<file path="src/rtl/rv32i_instruction_decode_stage.sv">
// RV32I decode stage: one-entry input buffer, combinational decode, registered
// output packet with valid/ready handshake and a RAW-hazard scoreboard.
module rv32i_instruction_decode_stage #(
    parameter logic [31:0] RESET_PC = 32'd0
) (
    input  logic        i_clk,
    input  logic        i_rst_n,
    input  logic        i_instruction_latch_en,
    input  logic [31:0] i_fetch_pc,
    input  logic [31:0] i_fetch_instruction,
    output logic        o_decode_ready,
    input  logic        i_branch_miss,
    output logic [4:0]  o_rs1_addr,
    output logic [4:0]  o_rs2_addr,
    input  logic [31:0] i_rs1_data,
    input  logic [31:0] i_rs2_data,
    input  logic        i_wb_valid,
    input  logic [4:0]  i_wb_rd,
    output logic        o_decode_valid,
    input  logic        i_execute_ready,
    output logic [31:0] o_pc,
    output logic [31:0] o_imm,
    output logic [31:0] o_rs1_data,
    output logic [31:0] o_rs2_data,
    output logic [4:0]  o_rd,
    output logic [2:0]  o_funct3,
    output logic [3:0]  o_alu_op,
    output logic        o_is_load,
    output logic        o_is_store,
    output logic        o_is_branch,
    output logic        o_is_jal,
    output logic        o_is_jalr,
    output logic        o_is_lui,
    output logic        o_is_auipc,
    output logic        o_uses_imm,
    output logic        o_writes_rd,
    output logic        o_illegal
);

    typedef enum logic [3:0] {
        ALU_ADD = 4'd0, ALU_SUB = 4'd1, ALU_SLL = 4'd2, ALU_SLT = 4'd3,
        ALU_SLTU = 4'd4, ALU_XOR = 4'd5, ALU_SRL = 4'd6, ALU_SRA = 4'd7,
        ALU_OR = 4'd8, ALU_AND = 4'd9, ALU_PASSB = 4'd10
    } alu_op_e;

    localparam logic [6:0] OPC_LUI    = 7'b0110111;
    localparam logic [6:0] OPC_AUIPC  = 7'b0010111;
    localparam logic [6:0] OPC_JAL    = 7'b1101111;
    localparam logic [6:0] OPC_JALR   = 7'b1100111;
    localparam logic [6:0] OPC_BRANCH = 7'b1100011;
    localparam logic [6:0] OPC_LOAD   = 7'b0000011;
    localparam logic [6:0] OPC_STORE  = 7'b0100011;
    localparam logic [6:0] OPC_OPIMM  = 7'b0010011;
    localparam logic [6:0] OPC_OP     = 7'b0110011;

    function automatic alu_op_e alu_from_funct3(input logic [2:0] f3, input logic alt);
        case (f3)
            3'b000:  return alt ? ALU_SUB : ALU_ADD;
            3'b001:  return ALU_SLL;
            3'b010:  return ALU_SLT;
            3'b011:  return ALU_SLTU;
            3'b100:  return ALU_XOR;
            3'b101:  return alt ? ALU_SRA : ALU_SRL;
            3'b110:  return ALU_OR;
            default: return ALU_AND;
        endcase
    endfunction

    logic        ib_valid;
    logic [31:0] ib_pc;
    logic [31:0] ib_instr;
    logic        ob_valid;
    logic [31:0] busy;

    logic [6:0] opcode;
    logic [4:0] rd, rs1, rs2;
    logic [2:0] funct3;
    logic [6:0] funct7;

    assign opcode = ib_instr[6:0];
    assign rd     = ib_instr[11:7];
    assign funct3 = ib_instr[14:12];
    assign rs1    = ib_instr[19:15];
    assign rs2    = ib_instr[24:20];
    assign funct7 = ib_instr[31:25];

    logic [31:0] d_imm;
    alu_op_e     d_alu_op;
    logic d_load, d_store, d_branch, d_jal, d_jalr, d_lui, d_auipc;
    logic d_uses_imm, d_wr, d_writes_rd, d_illegal, use_rs1, use_rs2;

    // NOTE: every always_comb output gets a default first so no path can infer a latch.
    always_comb begin
        d_imm = 32'd0;       d_alu_op = ALU_ADD;
        d_load = 1'b0;       d_store = 1'b0;     d_branch = 1'b0;
        d_jal = 1'b0;        d_jalr = 1'b0;      d_lui = 1'b0;      d_auipc = 1'b0;
        d_uses_imm = 1'b0;   d_wr = 1'b0;        d_illegal = 1'b0;
        use_rs1 = 1'b0;      use_rs2 = 1'b0;
        case (opcode)
            OPC_LUI: begin
                d_lui = 1'b1; d_uses_imm = 1'b1; d_wr = 1'b1; d_alu_op = ALU_PASSB;
                d_imm = {ib_instr[31:12], 12'd0};
            end
            OPC_AUIPC: begin
                d_auipc = 1'b1; d_uses_imm = 1'b1; d_wr = 1'b1;
                d_imm = {ib_instr[31:12], 12'd0};
            end
            OPC_JAL: begin
                d_jal = 1'b1; d_uses_imm = 1'b1; d_wr = 1'b1;
                d_imm = {{11{ib_instr[31]}}, ib_instr[31], ib_instr[19:12],
                         ib_instr[20], ib_instr[30:21], 1'b0};
            end
            OPC_JALR: begin
                d_jalr = 1'b1; d_uses_imm = 1'b1; d_wr = 1'b1; use_rs1 = 1'b1;
                d_imm = {{20{ib_instr[31]}}, ib_instr[31:20]};
                d_illegal = (funct3 != 3'b000);
            end
            OPC_BRANCH: begin
                d_branch = 1'b1; use_rs1 = 1'b1; use_rs2 = 1'b1;
                d_imm = {{19{ib_instr[31]}}, ib_instr[31], ib_instr[7],
                         ib_instr[30:25], ib_instr[11:8], 1'b0};
                case (funct3[2:1])
                    2'b00:   d_alu_op = ALU_SUB;
                    2'b10:   d_alu_op = ALU_SLT;
                    2'b11:   d_alu_op = ALU_SLTU;
                    default: d_illegal = 1'b1;
                endcase
            end
            OPC_LOAD: begin
                d_load = 1'b1; d_uses_imm = 1'b1; d_wr = 1'b1; use_rs1 = 1'b1;
                d_imm = {{20{ib_instr[31]}}, ib_instr[31:20]};
                d_illegal = (funct3 == 3'b011) || (funct3[2:1] == 2'b11);
            end
            OPC_STORE: begin
                d_store = 1'b1; d_uses_imm = 1'b1; use_rs1 = 1'b1; use_rs2 = 1'b1;
                d_imm = {{20{ib_instr[31]}}, ib_instr[31:25], ib_instr[11:7]};
                d_illegal = funct3[2] || (funct3 == 3'b011);
            end
            OPC_OPIMM: begin
                d_uses_imm = 1'b1; d_wr = 1'b1; use_rs1 = 1'b1;
                d_imm = {{20{ib_instr[31]}}, ib_instr[31:20]};
                // Only shift-immediates carry a funct7; ADDI's top bits are immediate.
                d_alu_op = alu_from_funct3(funct3, funct7[5] && (funct3 == 3'b101));
                d_illegal = ((funct3 == 3'b001) && (funct7 != 7'h00)) ||
                            ((funct3 == 3'b101) && (funct7 != 7'h00) && (funct7 != 7'h20));
            end
            OPC_OP: begin
                d_wr = 1'b1; use_rs1 = 1'b1; use_rs2 = 1'b1;
                d_alu_op = alu_from_funct3(funct3, funct7[5]);
                d_illegal = !((funct7 == 7'h00) ||
                              ((funct7 == 7'h20) && ((funct3 == 3'b000) || (funct3 == 3'b101))));
            end
            default: d_illegal = 1'b1;
        endcase
        d_writes_rd = d_wr && (rd != 5'd0) && !d_illegal;
    end

    logic rs1_hit, rs2_hit, hazard, accept, issue, transfer;

    // Pending writes are either already in execute (busy) or sitting in the output packet.
    assign rs1_hit  = use_rs1 && (rs1 != 5'd0) &&
                      (busy[rs1] || (ob_valid && o_writes_rd && (o_rd == rs1)));
    assign rs2_hit  = use_rs2 && (rs2 != 5'd0) &&
                      (busy[rs2] || (ob_valid && o_writes_rd && (o_rd == rs2)));
    assign hazard   = rs1_hit || rs2_hit;
    assign accept   = i_instruction_latch_en && !ib_valid && !i_branch_miss;
    assign issue    = ib_valid && !hazard && (!ob_valid || i_execute_ready) && !i_branch_miss;
    assign transfer = ob_valid && i_execute_ready && !i_branch_miss;

    assign o_decode_ready = !ib_valid;
    assign o_decode_valid = ob_valid;
    assign o_rs1_addr     = rs1;
    assign o_rs2_addr     = rs2;

    // NOTE: sequential state uses non-blocking assignments so every register samples pre-edge values.
    always_ff @(posedge i_clk or negedge i_rst_n) begin
        if (!i_rst_n) begin
            ib_valid <= 1'b0;
            ib_pc    <= 32'd0;
            ib_instr <= 32'd0;
        end else if (i_branch_miss) begin
            ib_valid <= 1'b0;
        end else if (accept) begin
            ib_valid <= 1'b1;
            ib_pc    <= i_fetch_pc;
            ib_instr <= i_fetch_instruction;
        end else if (issue) begin
            ib_valid <= 1'b0;
        end
    end

    // NOTE: the packet fields are plain flops, not a memory, so all of them get a reset value.
    always_ff @(posedge i_clk or negedge i_rst_n) begin
        if (!i_rst_n) begin
            ob_valid    <= 1'b0;
            o_pc        <= RESET_PC;
            o_imm       <= 32'd0;  o_rs1_data <= 32'd0;  o_rs2_data <= 32'd0;
            o_rd        <= 5'd0;   o_funct3   <= 3'd0;   o_alu_op   <= 4'd0;
            o_is_load   <= 1'b0;   o_is_store <= 1'b0;   o_is_branch <= 1'b0;
            o_is_jal    <= 1'b0;   o_is_jalr  <= 1'b0;   o_is_lui   <= 1'b0;
            o_is_auipc  <= 1'b0;   o_uses_imm <= 1'b0;   o_writes_rd <= 1'b0;
            o_illegal   <= 1'b0;
        end else if (i_branch_miss) begin
            ob_valid <= 1'b0;
        end else if (issue) begin
            ob_valid    <= 1'b1;
            o_pc        <= ib_pc;
            o_imm       <= d_imm;  o_rs1_data <= i_rs1_data;  o_rs2_data <= i_rs2_data;
            o_rd        <= rd;     o_funct3   <= funct3;      o_alu_op   <= d_alu_op;
            o_is_load   <= d_load; o_is_store <= d_store;     o_is_branch <= d_branch;
            o_is_jal    <= d_jal;  o_is_jalr  <= d_jalr;      o_is_lui   <= d_lui;
            o_is_auipc  <= d_auipc; o_uses_imm <= d_uses_imm; o_writes_rd <= d_writes_rd;
            o_illegal   <= d_illegal;
        end else if (transfer) begin
            ob_valid <= 1'b0;
        end
    end

    logic [31:0] busy_set, busy_clr;
    assign busy_set = (transfer && o_writes_rd) ? (32'd1 << o_rd) : 32'd0;
    assign busy_clr = i_wb_valid ? (32'd1 << i_wb_rd) : 32'd0;

    // Set is applied after clear so a same-cycle set/clear of one register stays busy.
    always_ff @(posedge i_clk or negedge i_rst_n) begin
        if (!i_rst_n) busy <= 32'd0;
        else          busy <= ((busy & ~busy_clr) | busy_set) & 32'hFFFF_FFFE;
    end

endmodule
</file>
<file path="config.mk">
export PLATFORM = sky130hd
export DESIGN_NAME = rv32i_instruction_decode_stage
export DESIGN_NICKNAME = d
export VERILOG_FILES = /design/src/rtl/rv32i_instruction_decode_stage.sv
export SDC_FILE = /design/constraint.sdc
export NUM_CORES = 1
export LEC_CHECK = 0
export BUFFER_PORTS_ARGS = -buffer_cell sky130_fd_sc_hd__buf_2
export CORE_AREA = 2 2 162 164
export CTS_CLUSTER_DIAMETER = 30
export DETAILED_ROUTE_END_ITERATION = 10
export DIE_AREA = 0 0 164 166
export PLACE_DENSITY = 0.78
export SYNTH_ARGS = -nofsm -noshare
export SYNTH_HDL_FRONTEND = slang
export SYNTH_SLANG_ARGS = --single-unit
export TNS_END_PERCENT = 20
</file>
<file path="constraint.sdc">
create_clock -name i_clk -period 4.7 [get_ports i_clk]
set_input_delay 0.47 -clock i_clk [delete_from_list [all_inputs] [get_ports i_clk]]
set_output_delay 0.47 -clock i_clk [all_outputs]
set_load 0.05 [all_outputs]
</file>
==> results.sh, run 1 <==
export IMPL_async_flop_share_pct=100
export IMPL_worstPathArrival_ps=3790
export IMPL_synth_cells=861
export IMPL_die_w_um=164
export IMPL_clkPwrFrac_pct=37.4
export IMPL_max_stage_delay_ps=760
export IMPL_swShare_pct=38.3
export IMPL_internal_power_mw=7.22
export IMPL_setup_viol=0
export IMPL_cts_htree_levels=2
export IMPL_drive_gt1_share_pct=50.5
export IMPL_slowest_stage="dfrtp_1"
export IMPL_pre_cts_ws_ps=1370
export IMPL_grt_ovfl_total=0
export IMPL_violations="negative hold slack"
export IMPL_antenna_found_initial=7
export IMPL_postCtsSetupBuffers=0
export IMPL_final_hold_viol_count=12
export IMPL_netlist_top_cells_area="dfrtp_1 (55%), mux2_2 (11%), mux2_4 (9.0%)"
export IMPL_fin_crit_ps=3360
export IMPL_clkSinkCount=247
export IMPL_grt_first_pass_wirelength_um=47100
export IMPL_yosysMostFrequentCell="dfrtp_1"
export IMPL_ctsResizeCount=0
export IMPL_power_density_mw_per_mm2=774
export IMPL_core_area_mm2=0.0256
export IMPL_startpoint_type="flop"
export IMPL_switchingPower_mw=4.48
export IMPL_clk_pin_slew_ps=50
export IMPL_status="finished, violations left"
export IMPL_combPwrFrac_pct=33.9
export IMPL_grt_pass1_vias=8569
export IMPL_ios=301
export IMPL_globalplace_congestion=0.897
export IMPL_maxCapViolCount=0
export IMPL_max_slew_margin_pct=22.9
export IMPL_synth_edf_count=0
export IMPL_drt_wl_total_um=30400
export IMPL_ctsLongestPathBuffers=3
export IMPL_ir_drop_mv=0.638
export IMPL_cts_made_buffers=58
export IMPL_fmax_mhz=297
export IMPL_path_buf_inv=1
export IMPL_first_iter_violations=612
export IMPL_portBuffers=300
export IMPL_ys_ff_latch=247
export IMPL_finalClockSkew_ps=15.7
export IMPL_crit_fanout=55
export IMPL_dieArea_mm2=0.0272
export IMPL_clock_latency_ps=540
export IMPL_synth_ff_type="dfrtp_1"
export IMPL_finalSetupTns_ps=0
export IMPL_fin_ws_ps=1340
export IMPL_area_growth_pct=33.9
export IMPL_tightest_slew_ps=1150
export IMPL_yosysTopAreaCell="dfrtp_1"
export IMPL_hpwl_um=20700
export IMPL_grt_max_degree=104
export IMPL_synth_cell_types=57
export IMPL_syn_area_per_cell_um2=13.1
export IMPL_crit_family="multiplexers"
export IMPL_die_height_um=166
export IMPL_worstSetupEndpointType="flop"
export IMPL_via_count=8185
export IMPL_final_antenna_net_count=0
export IMPL_wl_per_cell_um=19.6
export IMPL_synth_area_mm2=0.0113
export IMPL_vias_per_cell=5.27
export IMPL_synth_common_cells="dfrtp_1 (247), mux2_2 (108), o21ai_0 (76)"
export IMPL_rsz0062_at_grt="no"
export IMPL_ys_warn_count=0
export IMPL_required_ps=5120
export IMPL_p_leak_nw=7.43
export IMPL_yosysSeqAreaShare_pct=54.8
export IMPL_drtPass1Iterations=6
export IMPL_drc=0
export IMPL_crit_path_cell_trace="mux2i_1, mux4_2, a21boi_0, a2111oi_4, o221ai_4, buf_12, mux2_4"
export IMPL_grt_total_usage_pct=22.0
export IMPL_rows=59
export IMPL_hp_class="input port to async pin"
export IMPL_postCtsHoldBufs=0
export IMPL_fin_nets=1307
export IMPL_yosys_area_top_type_share_pct=54.8
export IMPL_min_period_over_period_pct=71.6
export IMPL_initial_utilization_pct=44.1
export IMPL_finalMaxSlewViolations=0
export IMPL_criticalPathCategory="flop to flop"
export IMPL_whs_ps=-31.8
export IMPL_p_seq_share_pct=28.7
export IMPL_stdcell_count=1554
export IMPL_cts_tree="yes"
export IMPL_cts_root_buf="clkbuf_16"
export IMPL_final_core_utilization_pct=59.0
export IMPL_synth_fp_nets=1000
export IMPL_dp_cells=1443
==> final cells by class <==
cell class	instances	area [um^2]
Antenna cell	6	15.0
Fill cell	2006	10500
Multi-Input combinational cell	510	4550
Tap cell	335	419
Sequential cell	247	6180
Timing Repair Buffer	309	1620
Inverter	42	158
Clock inverter	26	452
Clock buffer	79	1720
==> power groups by stage <==
stage / Clock (mW) / Sequential (mW) / Combinational [mW]
after floorplan: 0 / 4.92 / 1.45
after global placement: 0 / 3.34 / 3.90
after detailed placement: 0 / 3.37 / 3.96
after CTS: 4.44 / 3.36 / 3.99
after global routing: 4.57 / 3.46 / 4.14
final: 4.38 / 3.36 / 3.96
==> cell families after synthesis <==
kind of cell	Yosys count	synth area share [%]
flip-flops	247	54.8
multiplexers	232	26.0
AO/OA/AOI/OAI	143	7.73
AND/OR/NAND/NOR	125	5.73
buffers and inverters	104	4.98
XOR/XNOR	10	0.776
==> state kept, by name (all words and copies together) (netlist names) <==
| name | count |
|---|---|
| ib_instr | 32 |
| ib_pc | 32 |
| o_imm | 32 |
| o_pc | 32 |
| o_rs1_data | 32 |
| o_rs2_data | 32 |
| busy | 31 |
| o_rd | 5 |
| o_alu_op | 4 |
| o_funct3 | 3 |
| ib_valid | 1 |
| o_decode_valid | 1 |
| o_illegal | 1 |
| o_is_auipc | 1 |
| o_is_branch | 1 |
| o_is_jal | 1 |
| o_is_jalr | 1 |
| o_is_load | 1 |
| o_is_lui | 1 |
| o_is_store | 1 |
| o_uses_imm | 1 |
| o_writes_rd | 1 |
==> layout by cell type, fill, tap and decap left out, types with 4 or more instances in the layout <==
master        n
buf_2       299
dfrtp_1     247
mux2_2      108
o21ai_0      76
mux2_4       68
clkbuf_16    61
mux2i_1      45
inv_1        42
nand2_1      37
a21oi_1      32
nor2_1       25
clkbuf_8     13
bufinv_16    12
nor3_1       10
mux4_2       10
nand3_1       8
nand3b_1      8
clkinv_2      7
diode_2       6
nor2b_1       6
or2_2         6
xor2_1        6
buf_4         6
nor4_1        5
a22o_1        5
clkbuf_1      5
nand2b_1      4
xnor2_1       4
clkinvlp_4    4
==> stage by stage <==
stage	instance area, um^2	total power [mW]
final	15100	11.7
after floorplan	11300	6.37
after global routing	15100	12.2
after CTS	15100	11.8
after global placement	12900	7.24
after detailed placement	12900	7.33
==> metal layers <==
layer / wire [um] / global-route usage, % / part of all wire (%) / vias up
met5: 13 / 0 / 0.043 / -
met4: 1240 / 10.3 / 4.1 / 2
met3: 2550 / 6.27 / 8.4 / 83
met2: 14800 / 36.4 / 48 / 376
met1: 11900 / 26.5 / 39 / 4019
li1: - / - / - / 3705
==> worst paths after layout <==
check / cells past startpoint / slack [ps] / from / end
min in group i_clk: 3 / 140 / i_fetch_instruction[19] / ib_instr[19]
hold / removal: 1 / -30 / i_rst_n / busy[19]
hold reg to reg: 1 / 490 / o_rs1_data[29] / o_rs1_data[29]
setup / recovery: 7 / 1340 / ib_instr[21] / o_rs1_data[7]
max in group asynchronous: 2 / 3570 / i_rst_n / o_pc[16]
setup reg to reg: 7 / 1340 / ib_instr[21] / o_rs1_data[7]
Power figures use the tool's default switching activity.
==> run 2, diff against run 1 <==
--- a/config.mk
+++ b/config.mk
@@ -5,12 +5,13 @@
 export SDC_FILE = /design/constraint.sdc
 export NUM_CORES = 1
 export LEC_CHECK = 0
+export ABC_AREA = 1
 export BUFFER_PORTS_ARGS = -buffer_cell sky130_fd_sc_hd__buf_2
-export CORE_AREA = 2 2 162 164
+export CORE_AREA = 2 2 164 166
 export CTS_CLUSTER_DIAMETER = 30
 export DETAILED_ROUTE_END_ITERATION = 10
-export DIE_AREA = 0 0 164 166
-export PLACE_DENSITY = 0.78
+export DIE_AREA = 0 0 166 168
+export PLACE_DENSITY = 0.81
 export SYNTH_ARGS = -nofsm -noshare
 export SYNTH_HDL_FRONTEND = slang
 export SYNTH_SLANG_ARGS = --single-unit
==> constraint.sdc (replaced) <==
create_clock -name i_clk -period 2.8 [get_ports i_clk]
set_input_delay 0.28 -clock i_clk [delete_from_list [all_inputs] [get_ports i_clk]]
set_output_delay 0.28 -clock i_clk [all_outputs]
set_load 0.05 [all_outputs]
==> run 2 against run 1 <==
  * The flow now finishes without violations
  * Maximum frequency grew 33%
  * Non-clock buffer count grew 131
  * Clock-buffer cell count shrank 13
  * Clock skew grew 8.4 ps
  * Total power grew 40%
  * Synthesized cell count grew 58%
  * Largest power group unchanged
  * Cell count grew 38%
  * Sequential power grew 47%
  * First-iteration DRC count grew 110%
==> results.sh, run 2 <==
export IMPL_grt_ovfl_total=0
export IMPL_dieArea_mm2=0.0279
export IMPL_grt_pass1_vias=11559
export IMPL_fin_nets=1894
export IMPL_synth_cell_types=32
export IMPL_drt_wl_total_um=39400
export IMPL_yosysTopAreaCell="dfrtp_1"
export IMPL_ios=301
export IMPL_yosysMostFrequentCell="nand2_1"
export IMPL_synth_area_mm2=0.0116
export IMPL_portBuffers=300
export IMPL_setup_viol=0
export IMPL_synth_common_cells="nand2_1 (423), dfrtp_1 (247), nand4_1 (158)"
export IMPL_status="finished, final reports clean"
export IMPL_fin_crit_ps=2530
export IMPL_globalplace_congestion=0.994
export IMPL_ys_warn_count=0
export IMPL_max_slew_margin_pct=18.7
export IMPL_clkSinkCount=247
export IMPL_cts_htree_levels=2
export IMPL_synth_ff_type="dfrtp_1"
export IMPL_worstSetupEndpointType="flop"
export IMPL_drtPass1Iterations=6
export IMPL_ctsLongestPathBuffers=3
export IMPL_tightest_slew_ps=1220
export IMPL_cts_made_buffers=52
export IMPL_area_growth_pct=40.6
export IMPL_ir_drop_mv=0.701
export IMPL_final_area_mm2=0.0163
export IMPL_drive_gt1_share_pct=26.1
export IMPL_final_hold_viol_count=0
export IMPL_required_ps=3290
export IMPL_fmax_mhz=395
export IMPL_hpwl_um=24100
export IMPL_hp_class="input port to flop"
export IMPL_crit_path_start="ib_instr[22]"
export IMPL_max_stage_delay_ps=540
export IMPL_clock_latency_ps=560
export IMPL_fillerInstances=2075
export IMPL_syn_area_per_cell_um2=8.48
export IMPL_cts_tree="yes"
export IMPL_wl_per_cell_um=18.4
export IMPL_postCtsSetupBuffers=0
export IMPL_async_flop_share_pct=100
export IMPL_p_leak_nw=8.54
export IMPL_grt_total_usage_pct=27.3
export IMPL_rsz0062_at_grt="no"
export IMPL_netlist_top_cells_area="dfrtp_1 (53%), nand2_1 (14%), nand4_1 (8.5%)"
export IMPL_maxCapViolCount=0
export IMPL_synth_fp_nets=1503
export IMPL_place_area_mm2=0.0133
export IMPL_r2r_start="ib_instr[22]"
export IMPL_grt_first_pass_wirelength_um=61600
export IMPL_grt_max_degree=108
export IMPL_final_core_utilization_pct=61.7
export IMPL_yosysSeqAreaShare_pct=53.4
export IMPL_crit_fanout=55
export IMPL_min_period_over_period_pct=90.5
export IMPL_rows=60
export IMPL_hp_start="i_rs1_data[25]"
export IMPL_vias_per_cell=5.59
export IMPL_clk_pin_slew_ps=50
export IMPL_die_height_um=168
export IMPL_path_buf_inv=2
export IMPL_initial_utilization_pct=43.9
export IMPL_ys_ff_latch=247
export IMPL_worstPathArrival_ps=3020
export IMPL_crit_family="simple AND/OR/NAND/NOR gates"
export IMPL_first_iter_violations=1300
export IMPL_finalSetupTns_ps=0
export IMPL_finalClockSkew_ps=24.1
export IMPL_crit_top_cell="nand2_1"
export IMPL_synth_cells=1364
export IMPL_crit_path_cell_trace="inv_1, nand2_1, nor3_1, nor2_1, nand2_1, nand3_1, nand3_1, a21oi_1, nand4_4, buf_4, nand2_1, nand2_1"
export IMPL_power_density_mw_per_mm2=1010
export IMPL_via_count=11959
export IMPL_finalMaxSlewViolations=0
export IMPL_cts_root_buf="clkbuf_16"
export IMPL_final_antenna_net_count=0
export IMPL_slowest_stage="buf_4"
export IMPL_antenna_found_initial=0
export IMPL_final_cell_mix="nand2_1 (422), buf_2 (299), dfrtp_1 (246), nand4_1 (158), dlygate4sd3_1 (114)"
export IMPL_yosys_area_top_type_share_pct=53.4
export IMPL_startpoint_type="flop"
export IMPL_core_area_mm2=0.0264
export IMPL_drc=0
export IMPL_criticalPathCategory="flop to flop"
export IMPL_die_w_um=166
export IMPL_synth_edf_count=0
export IMPL_final_common_cell="nand2_1"
[run 2: layer usage]
layer,global-route usage [%],up-vias,part of all wire (%)
li1,-,5379,-
met4,13.3,0,4.3
met3,5.76,118,9.3
met5,0,-,0
met2,44.8,777,48
met1,34.6,5685,38
[run 2: logic make-up after synthesis]
| logic type | Yosys count | share of synthesized area (%) |
|---|---|---|
| DFF | 247 | 53.4 |
| and+or+nand+nor | 737 | 28.5 |
| buffers and inverters | 195 | 7.71 |
| muxes | 35 | 3.41 |
| AOI/OAI and AO/OA | 149 | 6.85 |
| xor gates and xnor gates | 1 | 0.0757 |
[run 2: layout make-up]
type,count,area [um^2],share of cell area (%)
multi-input combinational,922,4530,27.8
clock inverter,32,365,2.25
sequential,247,6180,38.0
antenna,1,2.50,0.0154
clock buffer,66,1450,8.94
tap,341,427,2.62
timing repair buffer,440,2960,18.2
inverter,92,348,2.14
[run 2: path summary, 6_finish.rpt]
| check | end | slack, ps | cells past startpoint |
|---|---|---|---|
| setup reg to reg | o_pc[0] | 270 | 12 |
| hold / removal | o_rs1_data[25] | 10 | 3 |
| setup / recovery | o_pc[0] | 270 | 12 |
| max in group asynchronous | ib_instr[22] | 1710 | 3 |
| hold reg to reg | o_alu_op[2] | 460 | 2 |
| min in group asynchronous | o_imm[18] | 250 | 2 |
[run 2: where the power goes]
part | total [mW] | internal, mW | switching (mW)
clock | 6.20 | 4.08 | 2.12
combinational | 5.24 | 1.26 | 3.98
sequential | 4.95 | 4.38 | 0.569
total | 16.4 | 9.73 | 6.67
[run 2: per-stage QoR]
step | hold WS (ps) | instances | power [mW] | worst slack, ps
after detailed placement | 271 | 1928 | 9.97 | 295
after global placement | 261 | 1928 | 9.88 | 285
after floorplan | -15.6 | 1364 | 8.58 | 599
after global routing | 15.7 | 2140 | 17.0 | 97.5
final | 14.1 | 2141 | 16.4 | 267
after CTS | 1.31 | 2140 | 16.3 | 228
[run 2: worst register-to-register path: cells and delay by family (launching register included)]
family | cells | cell delay, ps
simple gates | 9 | 1010
buf+inv | 2 | 830
flops | 1 | 500
compound gates | 1 | 110
[run 2: timing repair]
action / CTS / global route
hold endpoints to repair: 177 / 0
endpoints found under the setup margin: 0 / 47
resized for setup: 0 / 1
hold buffers: 114 / 0
==> run 3, diff against run 2 <==
==> constraint.sdc (replaced) <==
create_clock -name i_clk -period 2.8 [get_ports i_clk]
set_input_delay 0.14 -clock i_clk [delete_from_list [all_inputs] [get_ports i_clk]]
set_output_delay 0.14 -clock i_clk [all_outputs]
set_load 0.05 [all_outputs]
==> run 3 against run 2 <==
  * Wire length up 2.0%
  * Final area up 0.73%
  * Global-route usage up 0.67 points
  * Combinational power up 1%
  * Sequential power about the same
  * Clock skew up 14 ps
  * Worst hold slack better by 11 ps
  * Via count up 2.0%
  * Largest cell class unchanged
  * Largest power group unchanged
==> results.sh, run 3 (synthesis results as in run 2) <==
export IMPL_crit_path_cell_trace="inv_1, nand2_1, nor2_1, nand2_1, nand2_1, inv_2, a21oi_1, nand2_1, nand4_4, buf_12, nand2_1, nand2_1"
export IMPL_stdcell_count=2161
export IMPL_hpwl_um=24500
export IMPL_finalClockSkew_ps=37.9
export IMPL_rows=60
export IMPL_hp_start="i_instruction_latch_en"
export IMPL_clk_pin_slew_ps=50
export IMPL_final_area_mm2=0.0164
export IMPL_fin_nets=1912
export IMPL_required_ps=3260
export IMPL_vias_per_cell=5.64
export IMPL_finalMaxSlewViolations=0
export IMPL_clock_latency_ps=570
export IMPL_fin_crit_ps=2550
export IMPL_hp_class="input port to flop"
export IMPL_worstPathArrival_ps=3010
export IMPL_dieArea_mm2=0.0279
export IMPL_criticalPathCategory="flop to flop"
export IMPL_crit_fanout=110
export IMPL_rsz0062_at_grt="no"
export IMPL_status="finished, final reports clean"
export IMPL_cts_tree="yes"
export IMPL_ir_drop_mv=0.681
export IMPL_ctsLongestPathBuffers=3
export IMPL_grt_total_usage_pct=27.9
export IMPL_setup_viol=0
export IMPL_cts_htree_levels=2
export IMPL_dp_cells=1927
export IMPL_core_area_mm2=0.0264
export IMPL_power_density_mw_per_mm2=989
export IMPL_tightest_slew_ps=1140
export IMPL_portBuffers=300
export IMPL_crit_path_start="ib_instr[4]"
export IMPL_drt_wl_total_um=40200
export IMPL_grt_ovfl_total=0
export IMPL_cts_root_buf="clkbuf_16"
export IMPL_slowest_stage="dfrtp_1"
export IMPL_max_stage_delay_ps=370
export IMPL_startpoint_type="flop"
export IMPL_antenna_found_initial=2
export IMPL_rrSetupSlack_ps=250
export IMPL_final_core_utilization_pct=62.2
export IMPL_crit_family="simple AND/OR/NAND/NOR gates"
export IMPL_wl_per_cell_um=18.6
export IMPL_initial_utilization_pct=43.9
export IMPL_final_cell_mix="nand2_1 (422), buf_2 (299), dfrtp_1 (246), nand4_1 (158), dlygate4sd3_1 (133)"
export IMPL_grt_first_pass_wirelength_um=63200
export IMPL_drc=0
export IMPL_finalSetupTns_ps=0
export IMPL_fillerInstances=2045
export IMPL_clkSinkCount=247
export IMPL_pre_cts_ws_ps=295
export IMPL_p_leak_nw=8.56
export IMPL_worstSetupEndpointType="flop"
export IMPL_die_height_um=168
export IMPL_drtPass1Iterations=6
export IMPL_maxCapViolCount=0
export IMPL_cts_made_buffers=52
export IMPL_r2r_start="ib_instr[4]"
export IMPL_globalplace_congestion=1.02
export IMPL_final_antenna_net_count=0
export IMPL_place_area_mm2=0.0133
export IMPL_final_common_cell="nand2_1"
export IMPL_max_slew_margin_pct=24.1
export IMPL_grt_max_degree=111
export IMPL_die_w_um=166
export IMPL_postCtsSetupBuffers=0
export IMPL_final_hold_viol_count=0
export IMPL_ios=301
export IMPL_drive_gt1_share_pct=25.8
export IMPL_path_buf_inv=3
export IMPL_min_period_over_period_pct=90.9
export IMPL_fmax_mhz=393
export IMPL_area_growth_pct=41.6
export IMPL_via_count=12195
export IMPL_fin_ws_ps=255
export IMPL_crit_top_cell="nand2_1"
export IMPL_first_iter_violations=1300
export IMPL_grt_pass1_vias=12050
==> run 3: cell types whose count changed in the layout (fill, tap and decap cells not counted), moves of 2 or more <==
cell and delta:
inv_6 +7, clkinvlp_4 +3, clkbuf_8 -7, clkinv_4 +2, diode_2 +2, bufinv_16 -2, clkinv_2 -4, dlygate4sd3_1 +19
==> run 3: power breakdown <==
group / switching, mW / leakage (nW) / internal (mW)
registers: 0.557 / 3.10 / 4.38
logic: 4.01 / 4.63 / 1.28
clock network: 2.21 / 0.834 / 3.77
total: 6.78 / 8.56 / 9.43
==> run 3: metal layers <==
layer  vias to the layer above  GRT usage, %  routed length (um)
met3                       152          6.42                3730
li1                       5425             -                   -
met2                       810          45.8               19000
met5                         -             0                   0
met1                      5808          34.7               15400
met4                         0          14.9                2060
==> run 3: tightest hold or removal path, cell delays in order <==
cell and delay [ps]:
buf_2 110, nand3_4 190, a21oi_1 100
==> run 3: final cells by class <==
type / count / area (um^2) / share of cell area [%]
Sequential cell: 247 / 6180 / 37.7
Multi-Input combinational cell: 922 / 4530 / 27.6
Timing Repair Buffer: 458 / 3140 / 19.2
Clock buffer: 59 / 1360 / 8.29
Tap cell: 341 / 427 / 2.60
Clock inverter: 39 / 393 / 2.40
Inverter: 92 / 348 / 2.12
Antenna cell: 3 / 7.51 / 0.0458
==> run 3: worst paths after layout <==
kind / end / cells past startpoint
min in group asynchronous: o_imm[18] / 2
setup reg to reg: o_rs1_data[26] / 12
hold / removal: ib_instr[15] / 3
hold reg to reg: o_rs2_data[16] / 2
setup / recovery: o_rs1_data[26] / 12
max in group asynchronous: o_funct3[1] / 3
==> run 3: timing repair <==
item	in CTS	in global routing
setup endpoints to repair	0	4
hold buffers	133	0
gates resized for setup	0	1
hold endpoints to repair	224	0
==> run 3: through the flow <==
step	hold slack [ps]	total power, mW
4_1_cts	2.89	16.1
2_1_floorplan	-156	8.58
3_5_place_dp	216	9.98
6_report	24.8	16.2
3_3_place_gp	224	9.89
5_1_grt	34.0	16.9
